### config.mk
export PLATFORM = sky130hd
export DESIGN_NAME = lc3_mem_access
export DESIGN_NICKNAME = d
export VERILOG_FILES = /design/src/rtl/lc3_mem_access_pkg.sv /design/src/rtl/lc3_mem_timeout.sv /design/src/rtl/lc3_mem_access.sv
export SDC_FILE = /design/constraint.sdc
export NUM_CORES = 1
export LEC_CHECK = 0
export CAP_MARGIN = 20
export CORE_MARGIN = 2
export CORE_UTILIZATION = 60
export DETAILED_ROUTE_END_ITERATION = 7
export DONT_BUFFER_PORTS = 1
export PLACE_DENSITY = 0.76
export SLEW_MARGIN = 0
export SYNTH_ARGS = -nofsm -noshare
export SYNTH_HDL_FRONTEND = slang
export SYNTH_HIERARCHICAL = 1
export SYNTH_SLANG_ARGS = --single-unit
### constraint.sdc
create_clock -name clock -period 4.3 [get_ports clock]
set_clock_uncertainty 0.05 [all_clocks]
set_input_delay 0.43 -clock clock [delete_from_list [all_inputs] [get_ports clock]]
set_output_delay 0.43 -clock clock [all_outputs]
set_load 0.02 [all_outputs]
### src/rtl/lc3_mem_access_pkg.sv
// Shared encodings for the LC3 memory-access stage: access modes, controller
// states and the default wait-cycle limit.
package lc3_mem_access_pkg;

    typedef enum logic [1:0] {
        MODE_LD  = 2'b00,
        MODE_ST  = 2'b01,
        MODE_LDI = 2'b10,
        MODE_STI = 2'b11
    } mem_mode_e;

    typedef enum logic [2:0] {
        S_IDLE = 3'd0,
        S_PRD  = 3'd1,
        S_PCAP = 3'd2,
        S_RD   = 3'd3,
        S_CAP  = 3'd4,
        S_WR   = 3'd5,
        S_DONE = 3'd6
    } mem_state_e;

    localparam int TIMEOUT_DEFAULT = 16;

    // Indirect modes fetch the pointer first; direct modes go straight to the access.
    function automatic mem_state_e first_state(input mem_mode_e m);
        mem_state_e s;
        case (m)
            MODE_LD:  s = S_RD;
            MODE_ST:  s = S_WR;
            default:  s = S_PRD;
        endcase
        return s;
    endfunction

endpackage

### src/rtl/lc3_mem_timeout.sv
// Wait-cycle counter for the memory-access stage; expired marks the last
// permitted wait cycle.
module lc3_mem_timeout #(
    parameter int LIMIT = 16
) (
    input  logic clock,
    input  logic reset,
    input  logic clear,
    input  logic enable,
    output logic expired
);

    localparam int CNT_W = (LIMIT > 1) ? $clog2(LIMIT) : 1;

    logic [CNT_W-1:0] count;

    // Saturates at LIMIT-1 so an ignored expiry never wraps back to zero.
    always_ff @(posedge clock) begin
        if (!reset) begin
            count <= '0;
        end else if (clear) begin
            count <= '0;
        end else if (enable && !expired) begin
            count <= count + CNT_W'(1);
        end
    end

    assign expired = (count == CNT_W'(LIMIT - 1));

endmodule

### src/rtl/lc3_mem_access.sv
// LC3 memory-access stage controller (LD/ST/LDI/STI against synchronous data memory).
// Optional wait timeout enabled by defining MEM_ACCESS_TIMEOUT_EN.
module lc3_mem_access
    import lc3_mem_access_pkg::*;
#(
    parameter int TIMEOUT_CYCLES = TIMEOUT_DEFAULT
) (
    input  logic        clock,
    input  logic        reset,
    input  logic        start,
    input  logic [1:0]  mode,
    input  logic [15:0] M_addr,
    input  logic [15:0] M_data,
    input  logic [15:0] Data_dout,
    input  logic        complete_data,
    output logic [15:0] Data_addr,
    output logic [15:0] Data_din,
    output logic        Data_rd,
    output logic [15:0] memout,
    output logic        busy,
    output logic        done,
    output logic        err
);

    mem_state_e  state, state_next;
    mem_mode_e   mode_q, mode_next;
    logic [15:0] data_q, data_next;
    logic [15:0] addr_next, din_next, memout_next;
    logic        rd_next, busy_next, done_next, err_next;
    logic        timeout_hit;

`ifdef MEM_ACCESS_TIMEOUT_EN
    logic wait_state;
    logic tmo_clear;
    logic tmo_expired;

    // The counter restarts on every state change so each wait state gets a full budget.
    assign wait_state = (state == S_PCAP) || (state == S_CAP) || (state == S_WR);
    assign tmo_clear  = (state_next != state);

    lc3_mem_timeout #(
        .LIMIT   (TIMEOUT_CYCLES)
    ) u_timeout (
        .clock   (clock),
        .reset   (reset),
        .clear   (tmo_clear),
        .enable  (wait_state),
        .expired (tmo_expired)
    );

    assign timeout_hit = tmo_expired && !complete_data;
`else
    logic unused_timeout_cfg;
    assign unused_timeout_cfg = (TIMEOUT_CYCLES != 0);
    assign timeout_hit        = 1'b0;
`endif

    always_comb begin
        state_next  = state;
        mode_next   = mode_q;
        data_next   = data_q;
        addr_next   = Data_addr;
        din_next    = Data_din;
        memout_next = memout;
        busy_next   = busy;
        err_next    = err;

        case (state)
            S_IDLE: begin
                if (start) begin
                    mode_next  = mem_mode_e'(mode);
                    data_next  = M_data;
                    addr_next  = M_addr;
                    busy_next  = 1'b1;
                    err_next   = 1'b0;
                    state_next = first_state(mem_mode_e'(mode));
                end
            end
            S_PRD: begin
                state_next = S_PCAP;
            end
            S_PCAP: begin
                if (complete_data) begin
                    addr_next  = Data_dout;
                    state_next = (mode_q == MODE_LDI) ? S_RD : S_WR;
                end else if (timeout_hit) begin
                    err_next   = 1'b1;
                    state_next = S_DONE;
                end
            end
            S_RD: begin
                state_next = S_CAP;
            end
            S_CAP: begin
                if (complete_data) begin
                    memout_next = Data_dout;
                    state_next  = S_DONE;
                end else if (timeout_hit) begin
                    err_next   = 1'b1;
                    state_next = S_DONE;
                end
            end
            S_WR: begin
                if (complete_data) begin
                    state_next = S_DONE;
                end else if (timeout_hit) begin
                    err_next   = 1'b1;
                    state_next = S_DONE;
                end
            end
            S_DONE: begin
                state_next = S_IDLE;
            end
            default: begin
                state_next = S_IDLE;
            end
        endcase

        // Outputs are registered, so they are derived from the state being entered.
        if (state_next == S_WR) begin
            din_next = data_next;
        end
        rd_next   = (state_next != S_WR);
        done_next = (state_next == S_DONE);
        if (state_next == S_DONE) begin
            busy_next = 1'b0;
        end
    end

    always_ff @(posedge clock) begin
        if (!reset) begin
            state     <= S_IDLE;
            mode_q    <= MODE_LD;
            data_q    <= '0;
            Data_addr <= '0;
            Data_din  <= '0;
            Data_rd   <= 1'b1;
            memout    <= '0;
            busy      <= 1'b0;
            done      <= 1'b0;
            err       <= 1'b0;
        end else begin
            state     <= state_next;
            mode_q    <= mode_next;
            data_q    <= data_next;
            Data_addr <= addr_next;
            Data_din  <= din_next;
            Data_rd   <= rd_next;
            memout    <= memout_next;
            busy      <= busy_next;
            done      <= done_next;
            err       <= err_next;
        end
    end

endmodule

# ---- Word level (Yosys, flattened, before mapping)
# Index checks and enable logic that the tools add are counted.
dict set report totals {
  elab_cells 41
  register_bits 72
  input_bits 54
  out_inout_bits 52
}
dict set report op_classes {
  eq_ne 12
  n_mux 11
  reduce_logical 8
  n_bitwise 1
}
# cell count
set ops {}
lappend ops {{$mux 16} 4}
lappend ops {{$pmux 16 s2} 1}
lappend ops {{$pmux 3 s5} 1}
lappend ops {{$eq 3x3->1 const B} 4}
lappend ops {{$mux 3} 4}
lappend ops {{$eq 3x2->1 const B} 2}
lappend ops {{$pmux 3 s2} 1}
lappend ops {{$ne 2x2->1 const B} 2}
lappend ops {{$reduce_and 2->1} 2}
lappend ops {{$reduce_or 2->1} 2}
lappend ops {{$eq 3x1->1 const B} 1}
lappend ops {{$logic_not 3->1} 1}
lappend ops {{$ne 3x3->1 const B} 1}
lappend ops {{$reduce_and 3->1} 1}
lappend ops {{$eq 2x1->1 const B} 1}
lappend ops {{$eq 2x2->1 const B} 1}
lappend ops {{$logic_not 2->1} 1}
lappend ops {{$reduce_bool 2->1} 1}
lappend ops {{$not 1->1} 1}

# ---- Depth between registers and ports, before layout
dict set report depth {
  word_depth 6
  ltp_mapped 9
  ltp_nobuf 5
}

# ---- Worst setup path before layout
# OpenSTA, ideal clock, no wires.
dict set report synth_path {
  path_type {reg2reg}
  start {register state[1]}
  end {register Data_din[10]}
  n_path_buf 4
  synth_period_minus_slack_ps 1946
  slack_ps 2354
  stages_incl_launch_ff 10
  t_arrival_ps 1775
  path_cell_list {dfxtp_1 -> buf_6 -> nor3b_2 -> buf_6 -> a21o_4 -> a31oi_1 -> nand2b_1 -> buf_6 -> buf_8 -> mux2_4}
}
dict set report synth_between {
  elab_chain_cells 4
}
# element line
set synth_lines {}
lappend synth_lines {{start: declaration} lc3_mem_access.sv:25} ;# mem_state_e state, state_next;
lappend synth_lines {{start signal: assignment} lc3_mem_access.sv:143} ;# state <= state_next;
lappend synth_lines {{$eq 3x3->1} lc3_mem_access.sv:68} ;# case (state)
lappend synth_lines {{$reduce_or 2->1 (no source line)} --}
lappend synth_lines {{$pmux 3 s5} lc3_mem_access.sv:68}
lappend synth_lines {{$eq 3x3->1} lc3_mem_access.sv:120} ;# if (state_next == S_WR) begin
lappend synth_lines {{end signal: assignment} lc3_mem_access.sv:147} ;# Data_din <= din_next;
lappend synth_lines {{end: declaration} lc3_mem_access.sv:17} ;# output logic [15:0] Data_din,
# Parallel ways exist; a longest one is shown, timed or not.
# A chain may end at the register's enable or synchronous reset.

# ---- Worst setup path after layout
dict set report layout_path {
  start {register state[1]}
  end {register Data_din[4]}
}
# Same word-level chain as after synthesis.

==> impl_metrics.prom <==
# TYPE chip_impl_metric gauge
chip_impl_metric{name="total_power_per_unit_cell_area",unit="nW/µm²"} 517
chip_impl_metric{name="post_synthesis_mean_instance_area",unit="µm²"} 9.22
chip_impl_metric{name="peakVddDrop",unit="mV"} 0.256
chip_impl_metric{name="buffer_count_from_post_cts_setup_fixing",unit=""} 0
chip_impl_metric{name="max-clock-path-buffers",unit=""} 2
chip_impl_metric{name="final.min_clock_period",unit="ns"} 2.90
chip_impl_info{name="tritoncts",value="done"} 1
chip_impl_metric{name="synthCells",unit=""} 308
chip_impl_metric{name="grt_antenna_before_repair",unit=""} 1
chip_impl_info{name="critical_path.reg2reg.endpoint",value="Data_din[4]$_SDFFE_PN0N_"} 1
chip_impl_metric{name="reg2regPathDepth",unit=""} 6
chip_impl_metric{name="detailroute.via_count",unit=""} 2013
chip_impl_info{name="synth.largest_area_cell",value="sky130_fd_sc_hd__dfxtp_1"} 1
chip_impl_info{name="synth.area.top_cells",value="sky130_fd_sc_hd__dfxtp_1 51%, sky130_fd_sc_hd__nand2_1 9.5%, sky130_fd_sc_hd__a21oi_1 6.2%"} 1
chip_impl_metric{name="syn-num-nets",unit=""} 362
chip_impl_metric{name="final.period_utilization",unit="%"} 67.5
chip_impl_metric{name="share_of_the_synthesized_area_in_the_top_cell_type",unit="%"} 50.8
chip_impl_metric{name="grt_overflow",unit=""} 0
chip_impl_metric{name="clk_latency",unit="ns"} 0.32
chip_impl_metric{name="cts_repair_resize_count",unit=""} 0
chip_impl_metric{name="hold_slack",unit="ns"} 0.182
chip_impl_metric{name="critical_path_arrival",unit="ns"} 3.06
chip_impl_metric{name="met3WireLength",unit="µm"} 508
chip_impl_metric{name="fin_util",unit="%"} 64.7
chip_impl_metric{name="netlist-cell-type-count",unit=""} 29
chip_impl_metric{name="cts_made_buffers",unit=""} 9
chip_impl_metric{name="detail_route.wirelength.met1",unit="mm"} 2.48
chip_impl_metric{name="maxSlewViolCount",unit=""} 0
chip_impl_metric{name="die_area",unit="µm²"} 5300
chip_impl_metric{name="final.setup.tns",unit="ns"} 0
chip_impl_metric{name="rows",unit=""} 25
chip_impl_metric{name="die_w",unit="µm"} 72.8
chip_impl_info{name="hold_path_end",value="state[2]$_SDFF_PN0_"} 1
chip_impl_info{name="critical_path_start_type",value="register"} 1
chip_impl_metric{name="slew_headroom",unit="%"} 32.3
chip_impl_metric{name="met2RoutedLength",unit="mm"} 2.70
chip_impl_info{name="grt_setup_unrepaired",value="false"} 1
chip_impl_metric{name="detail_route.wl_per_cell",unit="µm"} 16.0
chip_impl_metric{name="synth-async-reset-ratio",unit="%"} 0
chip_impl_metric{name="final-setup-viol-count",unit=""} 0
chip_impl_info{name="worstHoldPathType",value="in2reg"} 1
chip_impl_metric{name="netSwitchingFraction",unit="%"} 30.4
chip_impl_info{name="netlist_top_cells_count",value="72 x sky130_fd_sc_hd__dfxtp_1, 72 x sky130_fd_sc_hd__nand2_1, 35 x sky130_fd_sc_hd__a21oi_1"} 1
chip_impl_metric{name="synth_edf_count",unit=""} 0
chip_impl_metric{name="required",unit="ns"} 4.45
chip_impl_info{name="endpoint_kind",value="register"} 1
chip_impl_metric{name="p_leak",unit="nW"} 1.14
chip_impl_info{name="outcome",value="finished, final reports clean"} 1
chip_impl_metric{name="layout-area-overhead-vs-synth",unit="%"} 5.55
chip_impl_metric{name="drt_wl_total",unit="mm"} 5.76
chip_impl_metric{name="seq_area",unit="µm²"} 1440
chip_impl_metric{name="sequentialPowerShare",unit="%"} 54.6
chip_impl_metric{name="number_of_ports_placed_on_the_die_boundary",unit=""} 106
chip_impl_metric{name="dp.final_hpwl",unit="mm"} 3.75
chip_impl_info{name="topRoutingLayerUsed",value="met4"} 1
chip_impl_metric{name="io_buffer_count",unit=""} 0
chip_impl_metric{name="grt_pass1_wl",unit="mm"} 9.34
chip_impl_metric{name="post_route_cells_drive_above_1_share",unit="%"} 8.85
chip_impl_metric{name="transition_time_at_the_pin_with_the_least_slew_margin",unit="ns"} 1.02
chip_impl_metric{name="maxCapViolCount",unit=""} 0
chip_impl_info{name="ys_dominant_reg_cell",value="sky130_fd_sc_hd__dfxtp_1"} 1
chip_impl_metric{name="htree_levels",unit=""} 3
chip_impl_metric{name="power_switching",unit="W"} 0.000471
chip_impl_metric{name="post-route-drc-count",unit=""} 0
chip_impl_metric{name="routed_via_density",unit=""} 5.59
chip_impl_metric{name="multi_input_comb_area",unit="µm²"} 1280
chip_impl_info{name="hold_start",value="reset"} 1
chip_impl_info{name="worst_r2r_startpoint",value="state[1]$_SDFF_PN0_"} 1
chip_impl_metric{name="ys_seq_area_share",unit="%"} 50.8
chip_impl_metric{name="first_global_vias",unit=""} 1977
chip_impl_metric{name="worst-r2r-setup-slack",unit="ns"} 1.40
chip_impl_metric{name="internal_power",unit="W"} 0.00108
chip_impl_metric{name="groute.usage.overall",unit="%"} 23.0
chip_impl_metric{name="p_clk_share",unit="%"} 29.6
chip_impl_metric{name="number_of_nets_in_the_final_layout",unit=""} 355
chip_impl_metric{name="post_cts_hold_buffer_count",unit=""} 0
chip_impl_metric{name="hold_path_depth",unit=""} 1
chip_impl_metric{name="numClockSinks",unit=""} 72
chip_impl_info{name="path_class",value="reg2reg"} 1
chip_impl_metric{name="first_pass_iters",unit=""} 7
chip_impl_metric{name="synthesis.yosys.warnings",unit=""} 6
chip_impl_metric{name="drt_iter0_markers",unit=""} 94
chip_impl_metric{name="post-route-worst-setup-slack",unit="ns"} 1.40
chip_impl_metric{name="gp_congestion",unit=""} 0.719
chip_impl_metric{name="antenna_violating_nets_post_route",unit=""} 0
chip_impl_metric{name="placeableCoreArea",unit="µm²"} 4630
chip_impl_metric{name="die_h",unit="µm"} 72.8
chip_impl_metric{name="crit_path_max_fanout",unit=""} 33
chip_impl_info{name="cts-root-buf",value="sky130_fd_sc_hd__clkbuf_8"} 1
chip_impl_metric{name="synthesis.area",unit="µm²"} 2840
chip_impl_metric{name="clk_pin_slew",unit="ns"} 0.07
chip_impl_metric{name="num-fill-cells",unit=""} 397
chip_impl_metric{name="postSynthRegisterBits",unit=""} 72
chip_impl_metric{name="p_comb_share",unit="%"} 15.7
chip_impl_metric{name="peak_freq",unit="GHz"} 0.344
chip_impl_metric{name="initial_utilization",unit="%"} 61.3
chip_impl_metric{name="place_worst_setup_slack",unit="ns"} 1.42
chip_impl_metric{name="grt_start_max_net_pins",unit=""} 56
chip_impl_metric{name="timing.final.hold_violations",unit=""} 0
worst max-delay path, cell delays in order, from the launching register on:
cell	delay, ns
sky130_fd_sc_hd__dfxtp_1	0.52
sky130_fd_sc_hd__nor3b_4	0.23
sky130_fd_sc_hd__buf_4	0.32
sky130_fd_sc_hd__a21o_4	0.37
sky130_fd_sc_hd__a31oi_1	0.10
sky130_fd_sc_hd__nand2b_1	0.64
sky130_fd_sc_hd__mux2_1	0.54
how the worst max path moves through the flow:
| stage | startpoint | to | depth (start not counted) |
|---|---|---|---|
| 2_1_floorplan | state[1]$_SDFF_PN0_ | Data_din[10]$_SDFFE_PN0N_ | 9 |
| 3_3_place_gp | state[1]$_SDFF_PN0_ | Data_din[6]$_SDFFE_PN0N_ | 6 |
| 3_5_place_dp | state[1]$_SDFF_PN0_ | Data_din[4]$_SDFFE_PN0N_ | 6 |
| 4_1_cts | state[1]$_SDFF_PN0_ | Data_din[4]$_SDFFE_PN0N_ | 6 |
| 5_1_grt | state[1]$_SDFF_PN0_ | Data_din[4]$_SDFFE_PN0N_ | 6 |
| 6_report | state[1]$_SDFF_PN0_ | Data_din[4]$_SDFFE_PN0N_ | 6 |
layout by cell type (no fill, tap or decap), types with 3 or more instances in the layout:
master	synthesis	final
sky130_fd_sc_hd__a211oi_1	16	16
sky130_fd_sc_hd__a21oi_1	35	35
sky130_fd_sc_hd__and2_1	17	17
sky130_fd_sc_hd__clkbuf_1	9	4
sky130_fd_sc_hd__clkbuf_8	0	11
sky130_fd_sc_hd__dfxtp_1	72	72
sky130_fd_sc_hd__mux2_1	7	7
sky130_fd_sc_hd__mux2_4	9	9
sky130_fd_sc_hd__mux2i_1	16	16
sky130_fd_sc_hd__nand2_1	72	72
sky130_fd_sc_hd__nand2b_1	3	3
sky130_fd_sc_hd__nor2_1	22	22
state kept, by name, summed over array words and instances, names as in the netlist:
register / cells
mode_q: 2
Data_din: 16
Data_addr: 16
state: 3
busy: 1
memout: 16
data_q: 16
Data_rd: 1
done: 1
layer usage:
layer | GRT usage, % | up-vias
met2 | 35.1 | 71
met1 | 28.1 | 917
met4 | 11.3 | 0
met3 | 9.53 | 6
met5 | 0 | -
li1 | - | 1019
power by group through the flow:
stage	Sequential [W]	Clock (W)	Combinational, W
2_1_floorplan	0.000842	0	0.000222
4_1_cts	0.000848	0.000471	0.000244
3_5_place_dp	0.000863	0	0.000244
5_1_grt	0.000855	0.000500	0.000281
3_3_place_gp	0.000860	0	0.000238
6_report	0.000846	0.000459	0.000244
cell families after synthesis:
group / share of synthesized area (%)
DFF: 50.8
AOI/OAI and AO/OA: 12.2
and+or+nand+nor: 19.1
buffers and inverters: 4.63
muxes: 13.2
other: 0.132
final cells by class:
class / count / share of cell area, %
Tap cell: 54 / 2.25
Antenna cell: 1 / 0.0835
Inverter: 3 / 0.376
Sequential cell: 72 / 48.1
Clock buffer: 15 / 5.55
Timing Repair Buffer: 3 / 0.877
Multi-Input combinational cell: 212 / 42.8
stage by stage:
step	power, W	instance area (µm²)	cells
floorplan	0.00106	2840	308
global placement	0.00110	2820	343
detailed placement	0.00111	2820	343
CTS	0.00156	2980	358
global route	0.00164	3000	360
finish	0.00155	3000	360
Power figures use the tool's default switching activity.
